[config.mk]
export PLATFORM = sky130hd
export DESIGN_NAME = ext_mem_l2_arbiter
export DESIGN_NICKNAME = d
export VERILOG_FILES = /design/src/rtl/ext_mem_l2_arbiter_pkg.sv /design/src/rtl/ext_mem_l2_arb_sel.sv /design/src/rtl/ext_mem_l2_arbiter.sv
export SDC_FILE = /design/constraint.sdc
export NUM_CORES = 1
export LEC_CHECK = 0
export BUFFER_PORTS_ARGS = -buffer_cell sky130_fd_sc_hd__buf_2
export CAP_MARGIN = 10
export CORE_AREA = 2 2 118 120
export CTS_BUF_LIST = sky130_fd_sc_hd__clkbuf_2
export CTS_CLUSTER_DIAMETER = 150
export CTS_CLUSTER_SIZE = 24
export DETAILED_ROUTE_END_ITERATION = 12
export DIE_AREA = 0 0 120 122
export GPL_TIMING_DRIVEN = 0
export PLACE_DENSITY = 0.49
export SLEW_MARGIN = 20
export SYNTH_ARGS = -nofsm -noshare
export SYNTH_HDL_FRONTEND = slang
export SYNTH_SLANG_ARGS = --single-unit
[constraint.sdc]
create_clock -name clk_i -period 1.6 [get_ports clk_i]
set_input_delay 0.24 -clock clk_i [delete_from_list [all_inputs] [get_ports clk_i]]
set_output_delay 0.24 -clock clk_i [all_outputs]
set_load 0.02 [all_outputs]
[src/rtl/ext_mem_l2_arbiter_pkg.sv]
// Shared constants for the L2 front-end arbiter: FSM state encodings and master indices.
package ext_mem_l2_arbiter_pkg;

  localparam logic [1:0] ST_IDLE  = 2'd0;
  localparam logic [1:0] ST_GNT_I = 2'd1;
  localparam logic [1:0] ST_GNT_D = 2'd2;
  localparam logic [1:0] ST_INV   = 2'd3;

  localparam logic MST_I = 1'b0;
  localparam logic MST_D = 1'b1;

endpackage

[src/rtl/ext_mem_l2_arb_sel.sv]
// Tie-break for the two back-end masters; grant choice is one-hot, indexed by MST_I/MST_D.
// Build option EXT_MEM_L2_ARB_RR_EN selects round-robin, otherwise dcache wins ties.
module ext_mem_l2_arb_sel
  import ext_mem_l2_arbiter_pkg::*;
(
  input  logic       clk_i,
  input  logic       rst_i,
  input  logic       cke_i,
  input  logic       i_req_i,
  input  logic       d_req_i,
  input  logic       done_i,
  input  logic       done_mst_i,
  output logic [1:0] gnt_o
);

  logic winner;

`ifdef EXT_MEM_L2_ARB_RR_EN
  logic favor_q;

  // The favoured master flips to whichever one did not own the completed transaction.
  always_ff @(posedge clk_i) begin
    if (rst_i) begin
      favor_q <= MST_D;
    end else if (cke_i && done_i) begin
      favor_q <= ~done_mst_i;
    end
  end

  assign winner = favor_q;
`else
  logic unused_rr;
  assign unused_rr = ^{clk_i, rst_i, cke_i, done_i, done_mst_i};
  assign winner    = MST_D;
`endif

  always_comb begin
    gnt_o = '0;
    if (i_req_i && d_req_i) begin
      gnt_o[winner] = 1'b1;
    end else if (d_req_i) begin
      gnt_o[MST_D] = 1'b1;
    end else if (i_req_i) begin
      gnt_o[MST_I] = 1'b1;
    end
  end

endmodule

[src/rtl/ext_mem_l2_arbiter.sv]
// Arbitrates icache/dcache back-end IOb buses onto the L2 front-end and sequences L2 invalidation.
// Optional round-robin tie-break via EXT_MEM_L2_ARB_RR_EN (see ext_mem_l2_arb_sel).
module ext_mem_l2_arbiter
  import ext_mem_l2_arbiter_pkg::*;
#(
  parameter int ADDR_W = 28,
  parameter int DATA_W = 32
) (
  input  logic                clk_i,
  input  logic                rst_i,
  input  logic                cke_i,
  input  logic                i_req_i,
  input  logic [ADDR_W-1:0]   i_addr_i,
  input  logic [DATA_W-1:0]   i_wdata_i,
  input  logic [DATA_W/8-1:0] i_wstrb_i,
  output logic [DATA_W-1:0]   i_rdata_o,
  output logic                i_ack_o,
  input  logic                d_req_i,
  input  logic [ADDR_W-1:0]   d_addr_i,
  input  logic [DATA_W-1:0]   d_wdata_i,
  input  logic [DATA_W/8-1:0] d_wstrb_i,
  output logic [DATA_W-1:0]   d_rdata_o,
  output logic                d_ack_o,
  input  logic                inv_i,
  output logic                s_req_o,
  output logic [ADDR_W-1:0]   s_addr_o,
  output logic [DATA_W-1:0]   s_wdata_o,
  output logic [DATA_W/8-1:0] s_wstrb_o,
  input  logic [DATA_W-1:0]   s_rdata_i,
  input  logic                s_ack_i,
  output logic                s_inv_o,
  output logic                inv_busy_o
);

  logic [1:0] state_q;
  logic [1:0] state_d;
  logic       inv_pend_q;
  logic       inv_pend_d;
  logic       enter_inv;
  logic [1:0] gnt;
  logic       done;
  logic       done_mst;

  assign done     = cke_i & s_ack_i & ((state_q == ST_GNT_I) | (state_q == ST_GNT_D));
  assign done_mst = (state_q == ST_GNT_D) ? MST_D : MST_I;

  ext_mem_l2_arb_sel u_sel (
    .clk_i      (clk_i),
    .rst_i      (rst_i),
    .cke_i      (cke_i),
    .i_req_i    (i_req_i),
    .d_req_i    (d_req_i),
    .done_i     (done),
    .done_mst_i (done_mst),
    .gnt_o      (gnt)
  );

  always_comb begin
    state_d = state_q;
    case (state_q)
      ST_IDLE: begin
        if (inv_pend_q) begin
          state_d = ST_INV;
        end else if (gnt[MST_D]) begin
          state_d = ST_GNT_D;
        end else if (gnt[MST_I]) begin
          state_d = ST_GNT_I;
        end
      end
      ST_GNT_I, ST_GNT_D: begin
        if (s_ack_i) begin
          state_d = ST_IDLE;
        end
      end
      default: state_d = ST_IDLE;
    endcase
  end

  // Pending invalidate is consumed on entry to INV; pulses while already pending merge into it.
  assign enter_inv  = (state_q == ST_IDLE) & inv_pend_q;
  assign inv_pend_d = enter_inv ? 1'b0 : (inv_pend_q | inv_i);

  always_ff @(posedge clk_i) begin
    if (rst_i) begin
      state_q    <= ST_IDLE;
      inv_pend_q <= 1'b0;
    end else if (cke_i) begin
      state_q    <= state_d;
      inv_pend_q <= inv_pend_d;
    end
  end

  always_comb begin
    s_req_o   = 1'b0;
    s_addr_o  = '0;
    s_wdata_o = '0;
    s_wstrb_o = '0;
    i_ack_o   = 1'b0;
    d_ack_o   = 1'b0;
    case (state_q)
      ST_GNT_I: begin
        s_req_o   = i_req_i;
        s_addr_o  = i_addr_i;
        s_wdata_o = i_wdata_i;
        s_wstrb_o = i_wstrb_i;
        i_ack_o   = s_ack_i;
      end
      ST_GNT_D: begin
        s_req_o   = d_req_i;
        s_addr_o  = d_addr_i;
        s_wdata_o = d_wdata_i;
        s_wstrb_o = d_wstrb_i;
        d_ack_o   = s_ack_i;
      end
      default: begin
      end
    endcase
  end

  assign i_rdata_o  = s_rdata_i;
  assign d_rdata_o  = s_rdata_i;
  assign s_inv_o    = (state_q == ST_INV);
  assign inv_busy_o = inv_pend_q | s_inv_o;

endmodule

==> results of run 1 <==
==> cell families after synthesis <==
kind of cell	Yosys count
flip-flops	3
multiplexers	1
adder cells (fa/ha/maj)	4
AO/OA/AOI/OAI	68
AND/OR/NAND/NOR	77
buffers and inverters	89
==> power by group through the flow <==
stage / sequential, µW / clock (µW) / combinational, µW
floorplan: 89.1 / 0 / 857
global placement: 90.7 / 0 / 1310
detailed placement: 91.1 / 0 / 1320
CTS: 95.9 / 114 / 1790
global route: 98.0 / 117 / 2180
finish: 96.3 / 106 / 2050
==> cells in the final DEF (no fill, tap or decap), drive strengths merged <==
master,n
and2,2
bufbuf,1
dfxtp,3
nand3b,2
nor2,1
mux2i,1
or2,1
a311oi,1
inv,4
nor2b,66
buf,351
nand2,2
or4,1
a22oi,65
a21oi,1
o31ai,1
ha,4
clkbuf,14
nand2b,2
==> state kept, by name, summed over array words and instances (netlist names) <==
signal	cells
inv_pend_q	1
state_q	2
==> worst max-delay path by stage <==
stage | from | endpoint
final | state_q[1] | s_wdata_o[2]
after global routing | state_q[1] | s_wdata_o[29]
after CTS | state_q[0] | s_wdata_o[1]
after detailed placement | state_q[0] | s_wdata_o[1]
after global placement | state_q[0] | s_wdata_o[1]
after floorplan | state_q[0] | s_addr_o[0]
==> synth_stat cells <==
cell type and count:
inv_1 4, clkbuf_1 10, buf_2 11, or4_1 1, nand2b_1 2, nor2b_1 66
a22oi_1 65, dfxtp_1 3, a21oi_1 1, nand2_1 2, and2_1 2, or2_2 1
o31ai_1 1, nand3b_1 2, ha_1 4, buf_4 64, mux2i_1 1, nor2_1 1
a311oi_2 1
==> final cells by class <==
| cell class | count | area share |
|---|---|---|
| Buffer | 85 | 0.170 |
| Clock buffer | 4 | 0.00426 |
| Inverter | 4 | 0.00426 |
| Multi-Input combinational cell | 150 | 0.366 |
| Sequential cell | 3 | 0.0144 |
| Tap cell | 180 | 0.0479 |
| Timing Repair Buffer | 277 | 0.393 |
==> worst reg2reg max path, cell delays in order (launching register included) <==
cell	delay (ps)
dfxtp_4	370
inv_4	50
ha_4	250
nor2b_1	150
or4_1	470
o31ai_1	90
==> through the flow <==
step | hold slack [ps] | instances | setup TNS (ps)
2_1_floorplan | 309 | 242 | 0
3_3_place_gp | 453 | 689 | -22670
3_5_place_dp | 469 | 689 | -23640
4_1_cts | 235 | 701 | -10100
5_1_grt | 255 | 703 | -12610
6_report | 250 | 703 | -7930
==> layer usage <==
metal | share of wire | track usage
met1 | 0.35 | 0.120
met2 | 0.57 | 0.248
met3 | 0.073 | 0.0145
met5 | 0 | 0
met4 | 0.0020 | 0.0132
==> what timing repair did <==
item,in CTS,in global routing
setup buffers,3,0
gates cloned,5,3
resized for setup,198,108
endpoints found under the setup margin,68,67
pin swaps,4,10
==> metrics.md, run 1 <==
| Metric | Value |
|---|---|
| Hold path depth | `2` |
| Die W | `about 120 µm` |
| Hold Path Class | `in2reg` |
| Synth-to-layout area growth | `176%` |
| Nets | `about 700` |
| Max clock buf depth | `2` |
| Switching Share | `0.429` |
| CTS buffer count | `3` |
| Synthesized area | `between 1500 and 2000 µm²` |
| CTS Hold Buffers Added | `0` |
| Post-route DRC | `0` |
| First-pass iteration count of the detailed router | `4` |
| DP Area | `~3400 µm²` |
| Overall Global Routing Usage | `0.115` |
| Power share of the combinational group | `0.910` |
| Synth Instances | `roughly 240` |
| R2R depth | `5` |
| Floorplan row count | `43` |
| Clk_lat worst skew | `210 ps` |
| Clk root buf | `clkbuf_2` |
| # Max-Cap Violations | `0` |
| Core Area | `between 10000 and 15000 µm²` |
| WP data arrival | `about 1500 ps` |
| Area share of fa/ha/maj cells after synthesis | `0.0294` |
| CTS tree | `built` |
| Failing checks | `negative setup slack` |
| Routed len/inst | `14.3 µm` |
| Worst Clk Skew | `between 7 and 8 ps` |
| Fin crit share | `1.10` |
| Pin count of the biggest net entering global routing | `11` |
| Worst slew pin tran | `278 ps` |
| Reg power frac | `0.043` |
| Post-synthesis mux area share | `0.00588` |
| Cell depth of the worst setup path | `6` |
| Post-synthesis area per instance | `between 7 and 8 µm²` |
| WP buf/inv | `3` |
| Leak | `about 0.0021 µW` |
| Vias per cell | `roughly 4` |
| Filler instances | `approximately 1400` |
| Antenna Cells | `0` |
| Layout cell share with drive strength beyond 1 | `0.946` |
| Crit end category | `output port` |
| Worst setup margin | `-160 ps` |
| Finish-stage setup viols | `66` |
| Vias | `between 2000 and 3000` |
| Hold endpoint | `inv_pend_q` |
| Starting Density | `0.126` |
| Net Sw Power | `between 900 and 1000 µW` |
| Final Critical Period | `roughly 1800 ps` |
| # port buffers | `roughly 270` |
| Slowest stage delay, CP | `around 370 ps` |
| Syn_nets | `a little over 400` |
| Dpl ws | `-569 ps` |
| Status | `finished, violations left` |
| Largest cells by area after synthesis | `a22oi_1, buf_4, nor2b_1` |
| Finished Cell Area | `roughly 4700 µm²` |
| Die area | `~15000 µm²` |
| Yosys reg bits | `3` |
| Synth Area in Compound Gates | `0.303` |
| Largest family of logic cells by synthesized area | `buffers and inverters` |
| Post-DRT Antenna Nets | `0` |
| Worst R2R End | `state_q[1]` |
| Final HPWL DP | `approximately 7.8 mm` |
| Critical path required time | `1360 ps` |
| 1st-iter DRT viols | `33` |
| Synth Area in XOR/XNOR | `0` |
| H-tree levels | `1` |
| Crit Path Class | `reg2out` |
| Register area | `a little under 70 µm²` |
| Clock power frac | `0.047` |
| Critical path's slowest cell | `dfxtp_4` |
| CP Max Fanout | `5` |
| Fin. Hold Viols | `0` |
| Crit start category | `flop` |
| Reg2reg setup slack | `~110 ps` |
| First-pass GRT wire length | `roughly 13 mm` |
| RSZ-0062 raised after global routing | `true` |
| Crit-path cells | `inv_4, ha_4, bufbuf_16, a22oi_2, nor2b_4, buf_6` |
| Min-delay src | `rst_i` |
| Post-synth top area share | `0.287` |
| Area of the multi-input gates | `1720 µm²` |
| Clock sink total | `3` |
| Initial antenna violation count | `0` |
| Leading area contributor after synthesis | `a22oi_1` |
| Post-Synth Simple-Gate Area | `0.281` |
| Total gr overflow | `0` |
| Post-Route WL | `10.0 mm` |
| Cell family with most CP delay | `buffers and inverters` |
| Die height | `122 µm` |
| Tot Pwr | `approximately 2300 µW` |
| Clock-pin slew on the worst setup and hold paths | `50 ps` |
| Vias in the first global route | `between 2000 and 3000` |
| GPL Wtd Cong | `slightly above 0.7` |
| Worst slew margin | `0.815` |
| Fmax | `approximately 570 MHz` |
| Final Core Density | `0.348` |
| # IOs | `300` |
| Synth warn | `0` |
| Synth cell types | `19` |
| Reg2reg start | `state_q[1]` |
| Int Power | `around 1300 µW` |
| Sequential area share after synthesis | `0.0353` |
| Power density over the cells | `roughly 480 nW/µm²` |
| Slew Limit Fails | `0` |
| Peak supply drop | `approximately 0.0002 V` |
No activity file was read; power rests on OpenSTA's default activity.
==> run 2, diff against run 1 <==
==> constraint.sdc (replaced) <==
create_clock -name clk_i -period 1.6 [get_ports clk_i]
set_input_delay 0.24 -clock clk_i [delete_from_list [all_inputs] [get_ports clk_i]]
set_output_delay 0.24 -clock clk_i [all_outputs]
set_load 0.1 [all_outputs]
==> metrics.md, run 2 (synthesis results as in run 1) <==
| Metric | Value |
|---|---|
| Overall Global Routing Usage | `0.123 (+0.00740)` |
| Die height | `122 µm (unchanged)` |
| Switching Share | `0.578 (+0.149)` |
| Routed len/inst | `14.7 µm (+2.7%)` |
| DP Area | `3900 µm² (+15%)` |
| Fmax | `539 MHz (-5.2%)` |
| Vias in the first global route | `2985 (+8.4%)` |
| Clk_lat worst skew | `210 ps (about the same)` |
| Commonest cells after routing, fill and taps aside | `buf_2, buf_12, buf_4` |
| Crit Path Class | `reg2out` |
| Fin crit share | `1.16 (+0.0603)` |
| Vias per cell | `4.06 (+2.6%)` |
| Largest Register | `state_q` |
| Leak | `0.00231 µW (+9.4%)` |
| Initial antenna violation count | `0 (unchanged)` |
| Worst Clk Skew | `0.339 ps (-6.81 ps)` |
| Worst setup margin | `-257 ps (-96.5 ps)` |
| GPL Wtd Cong | `0.752 (+3.4%)` |
| Clock-pin slew on the worst setup and hold paths | `50 ps (about the same)` |
| Crit. Startpoint | `state_q[0]` |
| # Max-Cap Violations | `0 (unchanged)` |
| Biggest regs | `state_q x2, inv_pend_q x1` |
| CP Max Fanout | `10 (+5)` |
| Final Critical Period | `1860 ps (+96.5 ps)` |
| Slew Limit Fails | `0 (unchanged)` |
| Net Sw Power | `2100 µW (+120%)` |
| Int Power | `1540 µW (+19%)` |
| Total gr overflow | `0 (unchanged)` |
| Worst slew pin tran | `495 ps (+217 ps)` |
| Crit-path cells | `inv_4, ha_4, buf_12, clkbuf_16, nor2b_4, buf_12` |
| Peak supply drop | `0.000319 V (+63%)` |
| Finished Cell Area | `5520 µm² (+18%)` |
| Slowest stage delay, CP | `380 ps (about the same)` |
| Die W | `120 µm (unchanged)` |
| Worst R2R End | `state_q[1]` |
| Power share of the combinational group | `0.942 (+0.032)` |
| Crit start category | `flop` |
| Max reg flops | `2 (unchanged)` |
| Failing checks | `negative setup slack` |
| Placed insts | `689 (unchanged)` |
| Fin. Hold Viols | `0 (unchanged)` |
| 1st-iter DRT viols | `45 (+36%)` |
| Post-route DRC | `0 (unchanged)` |
| Power density over the cells | `659 nW/µm² (+37%)` |
| CTS tree | `built` |
| Antenna Cells | `0 (unchanged)` |
| First-pass iteration count of the detailed router | `4 (unchanged)` |
| Starting Density | `0.126 (unchanged)` |
| Layout cell share with drive strength beyond 1 | `0.964 (+0.0173)` |
| Post-DRT Antenna Nets | `0 (unchanged)` |
| Status | `finished, violations left` |
| RSZ-0062 raised after global routing | `true` |
| Nets | `696 (+0.14%)` |
| Max clock buf depth | `2 (unchanged)` |
| # IOs | `300 (unchanged)` |
| Clk root buf | `clkbuf_2` |
| Core Area | `13500 µm² (unchanged)` |
| WP data arrival | `1620 ps (+100 ps)` |
| Reg power frac | `0.027 (-0.016)` |
| Min Hold Slack | `240 ps (-10.0 ps)` |
| Worst slew margin | `0.672 (-0.143)` |
| Vias | `2857 (+2.7%)` |
| TNS Setup | `-14350 ps (-6430 ps)` |
| Pin count of the biggest net entering global routing | `11 (unchanged)` |
| Clock sink total | `3 (unchanged)` |
| Tot Pwr | `3640 µW (+62%)` |
| Die area | `14600 µm² (unchanged)` |
| Finished Layout Cells | `704 (+0.14%)` |
| # port buffers | `267 (unchanged)` |
| H-tree levels | `1 (unchanged)` |
| Critical path's slowest cell | `dfxtp_4` |
| Clock power frac | `0.031 (-0.016)` |
| Critical Path Most Common Cell | `buf_12` |
| R2R depth | `5 (unchanged)` |
| Critical path required time | `1360 ps (about the same)` |
| Post-Route WL | `10.3 mm (+2.8%)` |
| CTS buffer count | `3 (unchanged)` |
| Floorplan row count | `43 (unchanged)` |
| Final HPWL DP | `7.81 mm (+0.70%)` |
| Synth-to-layout area growth | `225%` |
| Reg2reg start | `state_q[1]` |
| First-pass GRT wire length | `14.4 mm (+7.2%)` |
| Critical Path Sink | `s_wdata_o[6]` |
| Hold Path Class | `in2reg` |
| CTS Hold Buffers Added | `0 (unchanged)` |
| Reg2reg setup slack | `120 ps (about the same)` |
| Commonest non-fill, non-tap cell in the layout | `buf_2` |
| Crit end category | `output port` |
| Finish-stage setup viols | `67 (+1.5%)` |
-- run 2: critical path, delay by kind of cell, from the launching register on --
| kind | cells | cell delay, ps |
|---|---|---|
| buffers and inverters | 4 | 540 |
| DFF | 1 | 380 |
| and+or+nand+nor | 1 | 170 |
| adders and majority gates | 1 | 300 |
-- run 2: how the worst min path moves through the flow --
stage / cells after the start / start / endpoint
after global routing: 2 / rst_i / inv_pend_q
after floorplan: 1 / rst_i / inv_pend_q
after detailed placement: 2 / rst_i / inv_pend_q
final: 2 / rst_i / inv_pend_q
after global placement: 2 / rst_i / inv_pend_q
after CTS: 2 / rst_i / inv_pend_q
-- run 2: cell type report --
type	count	area [µm²]
fill	1266	7980
buffer	85	800
clock buffer	4	20.0
timing repair buffer	278	2490
sequential	3	67.6
multi-input combinational	150	1890
inverter	4	22.5
tap	180	225
-- run 2: power groups by stage --
stage	Sequential [µW]	Combinational (µW)	Clock [µW]
after floorplan	91.8	2290	0
after global placement	93.5	2740	0
after detailed placement	93.7	2750	0
after CTS	96.4	3400	116
after global routing	99.2	3560	128
final	97.3	3430	113
-- run 2: metrics by stage --
| stage | setup WS, ps | utilization |
|---|---|---|
| final | -257 | 0.409 |
| after global placement | -314 | 0.289 |
| after floorplan | -94.0 | - |
| after global routing | -347 | 0.409 |
| after detailed placement | -328 | 0.289 |
| after CTS | -293 | 0.401 |
-- run 2: repair_timing --
item                                    in CTS  in global routing
endpoints found under the setup margin      67                 67
buffers inserted                             3                  5
resized for setup                          349                 15
pin swaps                                   12                  3
cloned                                       2                  2
-- run 2: metal layers --
| metal | GRT usage | up-vias | part of all wire |
|---|---|---|---|
| met1 | 0.122 | 1307 | 0.33 |
| met4 | 0.0250 | 0 | 0.010 |
| met5 | 0 | - | 0 |
| li1 | - | 1351 | - |
| met3 | 0.0262 | 8 | 0.098 |
| met2 | 0.257 | 191 | 0.56 |
==> run 3, diff against run 2 <==
==> constraint.sdc (replaced) <==
create_clock -name clk_i -period 2 [get_ports clk_i]
set_input_delay 0.3 -clock clk_i [delete_from_list [all_inputs] [get_ports clk_i]]
set_output_delay 0.3 -clock clk_i [all_outputs]
set_load 0.1 [all_outputs]
==> metrics.md, run 3 (synthesis results as in run 1) <==
| Metric | Value |
|---|---|
| Status | `complete, no violations` |
| First-pass iteration count of the detailed router | `4 (unchanged)` |
| Crit end category | `output port` |
| WP data arrival | `1640 ps (+20 ps)` |
| Floorplan row count | `43 (unchanged)` |
| Cell family with most CP delay | `buffers and inverters` |
| Worst slew margin | `0.666 (-0.00622)` |
| H-tree levels | `1 (unchanged)` |
| Worst setup margin | `59.4 ps (+316 ps)` |
| Largest Register | `state_q` |
| Die area | `14600 µm² (unchanged)` |
| Critical Path Sink | `s_wdata_o[12]` |
| Fmax | `around 500 MHz` |
| Crit Path Class | `reg2out` |
| Starting Density | `0.126 (unchanged)` |
| WP buf/inv | `3 (-1)` |
| Commonest cells after routing, fill and taps aside | `buf_2, buf_12, buf_4` |
| Routed len/inst | `14.3 µm (-2.3%)` |
| Post-route DRC | `0 (unchanged)` |
| Worst slew pin tran | `504 ps (+9.40 ps)` |
| Core Area | `13500 µm² (unchanged)` |
| Max reg flops | `2 (unchanged)` |
| Hold Path Class | `in2reg` |
| Synth-to-layout area growth | `202%` |
| Antenna Cells | `0 (unchanged)` |
| CTS Hold Buffers Added | `0 (unchanged)` |
| Critical path required time | `1700 ps (+340 ps)` |
| Slowest stage delay, CP | `340 ps (-40 ps)` |
| Fin crit share | `0.970` |
| Biggest regs | `state_q x2, inv_pend_q x1` |
| Final HPWL DP | `7.52 mm (-3.7%)` |
| Nets | `687 (-1.3%)` |
| Total gr overflow | `0 (unchanged)` |
| Crit. Startpoint | `state_q[1]` |
| CTS tree | `built` |
| Cell depth of the worst setup path | `6 (unchanged)` |
| Fin. Hold Viols | `0 (unchanged)` |
| Finish-stage setup viols | `0 (-100%)` |
| First-pass GRT wire length | `13.8 mm (-4.6%)` |
| 1st-iter DRT viols | `24 (-47%)` |
| Die W | `120 µm (unchanged)` |
| CP Max Fanout | `10 (unchanged)` |
| Overall Global Routing Usage | `0.116 (-0.00728)` |
| Crit start category | `flop` |
| # port buffers | `267 (unchanged)` |
| Crit-path cells | `inv_2, ha_4, buf_2, a22oi_1, nor2b_2, buf_12` |
| Vias | `2787 (-2.5%)` |
| Final Critical Period | `~1900 ps` |
| Dpl ws | `-409 ps (-80.9 ps)` |
| TNS Setup | `0 ps (+14350 ps)` |
| Leak | `0.00219 µW (-5.4%)` |
| Clock-pin slew on the worst setup and hold paths | `40 ps (about the same)` |
| Tot Pwr | `2680 µW (-26%)` |
| Initial antenna violation count | `0 (unchanged)` |
| Power density over the cells | `522 nW/µm² (-21%)` |
| Clk root buf | `clkbuf_2` |
| Post-Route WL | `9.95 mm (-3.6%)` |
| Post-DRT Antenna Nets | `0 (unchanged)` |
| Clk_lat worst skew | `210 ps (about the same)` |
| Reg2reg start | `state_q[0]` |
| Placed insts | `689 (unchanged)` |
| Commonest non-fill, non-tap cell in the layout | `buf_2` |
| Filler instances | `1312 (+3.6%)` |
| # Max-Cap Violations | `0 (unchanged)` |
| Slew Limit Fails | `0 (unchanged)` |
| Die height | `122 µm (unchanged)` |
| CTS buffer count | `3 (unchanged)` |
| Layout cell share with drive strength beyond 1 | `0.932 (-0.0317)` |
| Clock sink total | `3 (unchanged)` |
| # IOs | `300 (unchanged)` |
| R2R depth | `5 (unchanged)` |
| Critical path's slowest cell | `dfxtp_2` |
| Reg2reg setup slack | `550 ps (+430 ps)` |
| Pin count of the biggest net entering global routing | `11 (unchanged)` |
| GPL Wtd Cong | `0.721 (-4.1%)` |
| Vias in the first global route | `2773 (-7.1%)` |
| Worst R2R End | `state_q[1]` |
| Max clock buf depth | `2 (unchanged)` |
| Finished Layout Cells | `695 (-1.3%)` |
| Peak supply drop | `0.000240 V (-25%)` |
| Vias per cell | `4.01 (-1.2%)` |
| Worst Clk Skew | `4.00 ps (+3.66 ps)` |
run 3: cell types whose count changed in the layout (fill, tap and decap cells not counted), moves of 3 or more:
cell	delta
a22oi_1	+13
a22oi_2	-13
buf_12	-8
buf_6	+3
clkbuf_16	-4
clkbuf_4	-3
nor2b_2	+9
nor2b_4	-9
run 3: cell type report:
type                    instances  area, µm²  share of cell area
inverters                       4       15.0             0.00292
well taps                     180        225              0.0438
plain buffers                  85        709               0.138
multi-input cells             150       1770               0.345
repair buffers                269       2340               0.454
clock buffers                   4       20.0             0.00389
flip-flops and latches          3       65.1              0.0126
run 3: how the worst min path moves through the flow:
stage / startpoint / end / slack, ps / cells after the start
CTS: rst_i / inv_pend_q / 290 / 2
finish: rst_i / inv_pend_q / 310 / 2
global route: rst_i / inv_pend_q / 320 / 2
floorplan: rst_i / inv_pend_q / 370 / 1
global placement: inv_pend_q / inv_pend_q / 500 / 2
detailed placement: inv_pend_q / inv_pend_q / 500 / 2
run 3: timing repair:
item | CTS | global route
setup buffers | 1 | 0
setup endpoints to repair | 67 | 67
hold endpoints to repair | 0 | 0
gates cloned | 0 | 1
resized for setup | 343 | 79
run 3: power breakdown:
group,switching (µW),internal (µW),leakage (µW)
Clock,33.4,52.7,0.0000166
Sequential,9.02,67.0,0.0000258
Combinational,1580,945,0.00215
run 3: per-layer routing:
metal | track usage | share of wire
met4 | 0.0191 | 0.0094
met2 | 0.231 | 0.56
met3 | 0.0136 | 0.083
met1 | 0.132 | 0.35
met5 | 0 | 0
run 3: per-stage QoR:
stage,util,area (µm²),hold slack (ps)
floorplan,-,1910,369
global placement,0.257,3480,495
detailed placement,0.257,3480,497
CTS,0.356,4800,292
global route,0.381,5150,317
finish,0.381,5150,313
run 3: worst register-to-register path, delay by kind of cell (launching register included):
kind | cells | cell delay, ps
compound gates | 1 | 70
fa+ha+maj | 1 | 240
simple gates | 2 | 610
buf+inv | 1 | 70
flops | 1 | 370
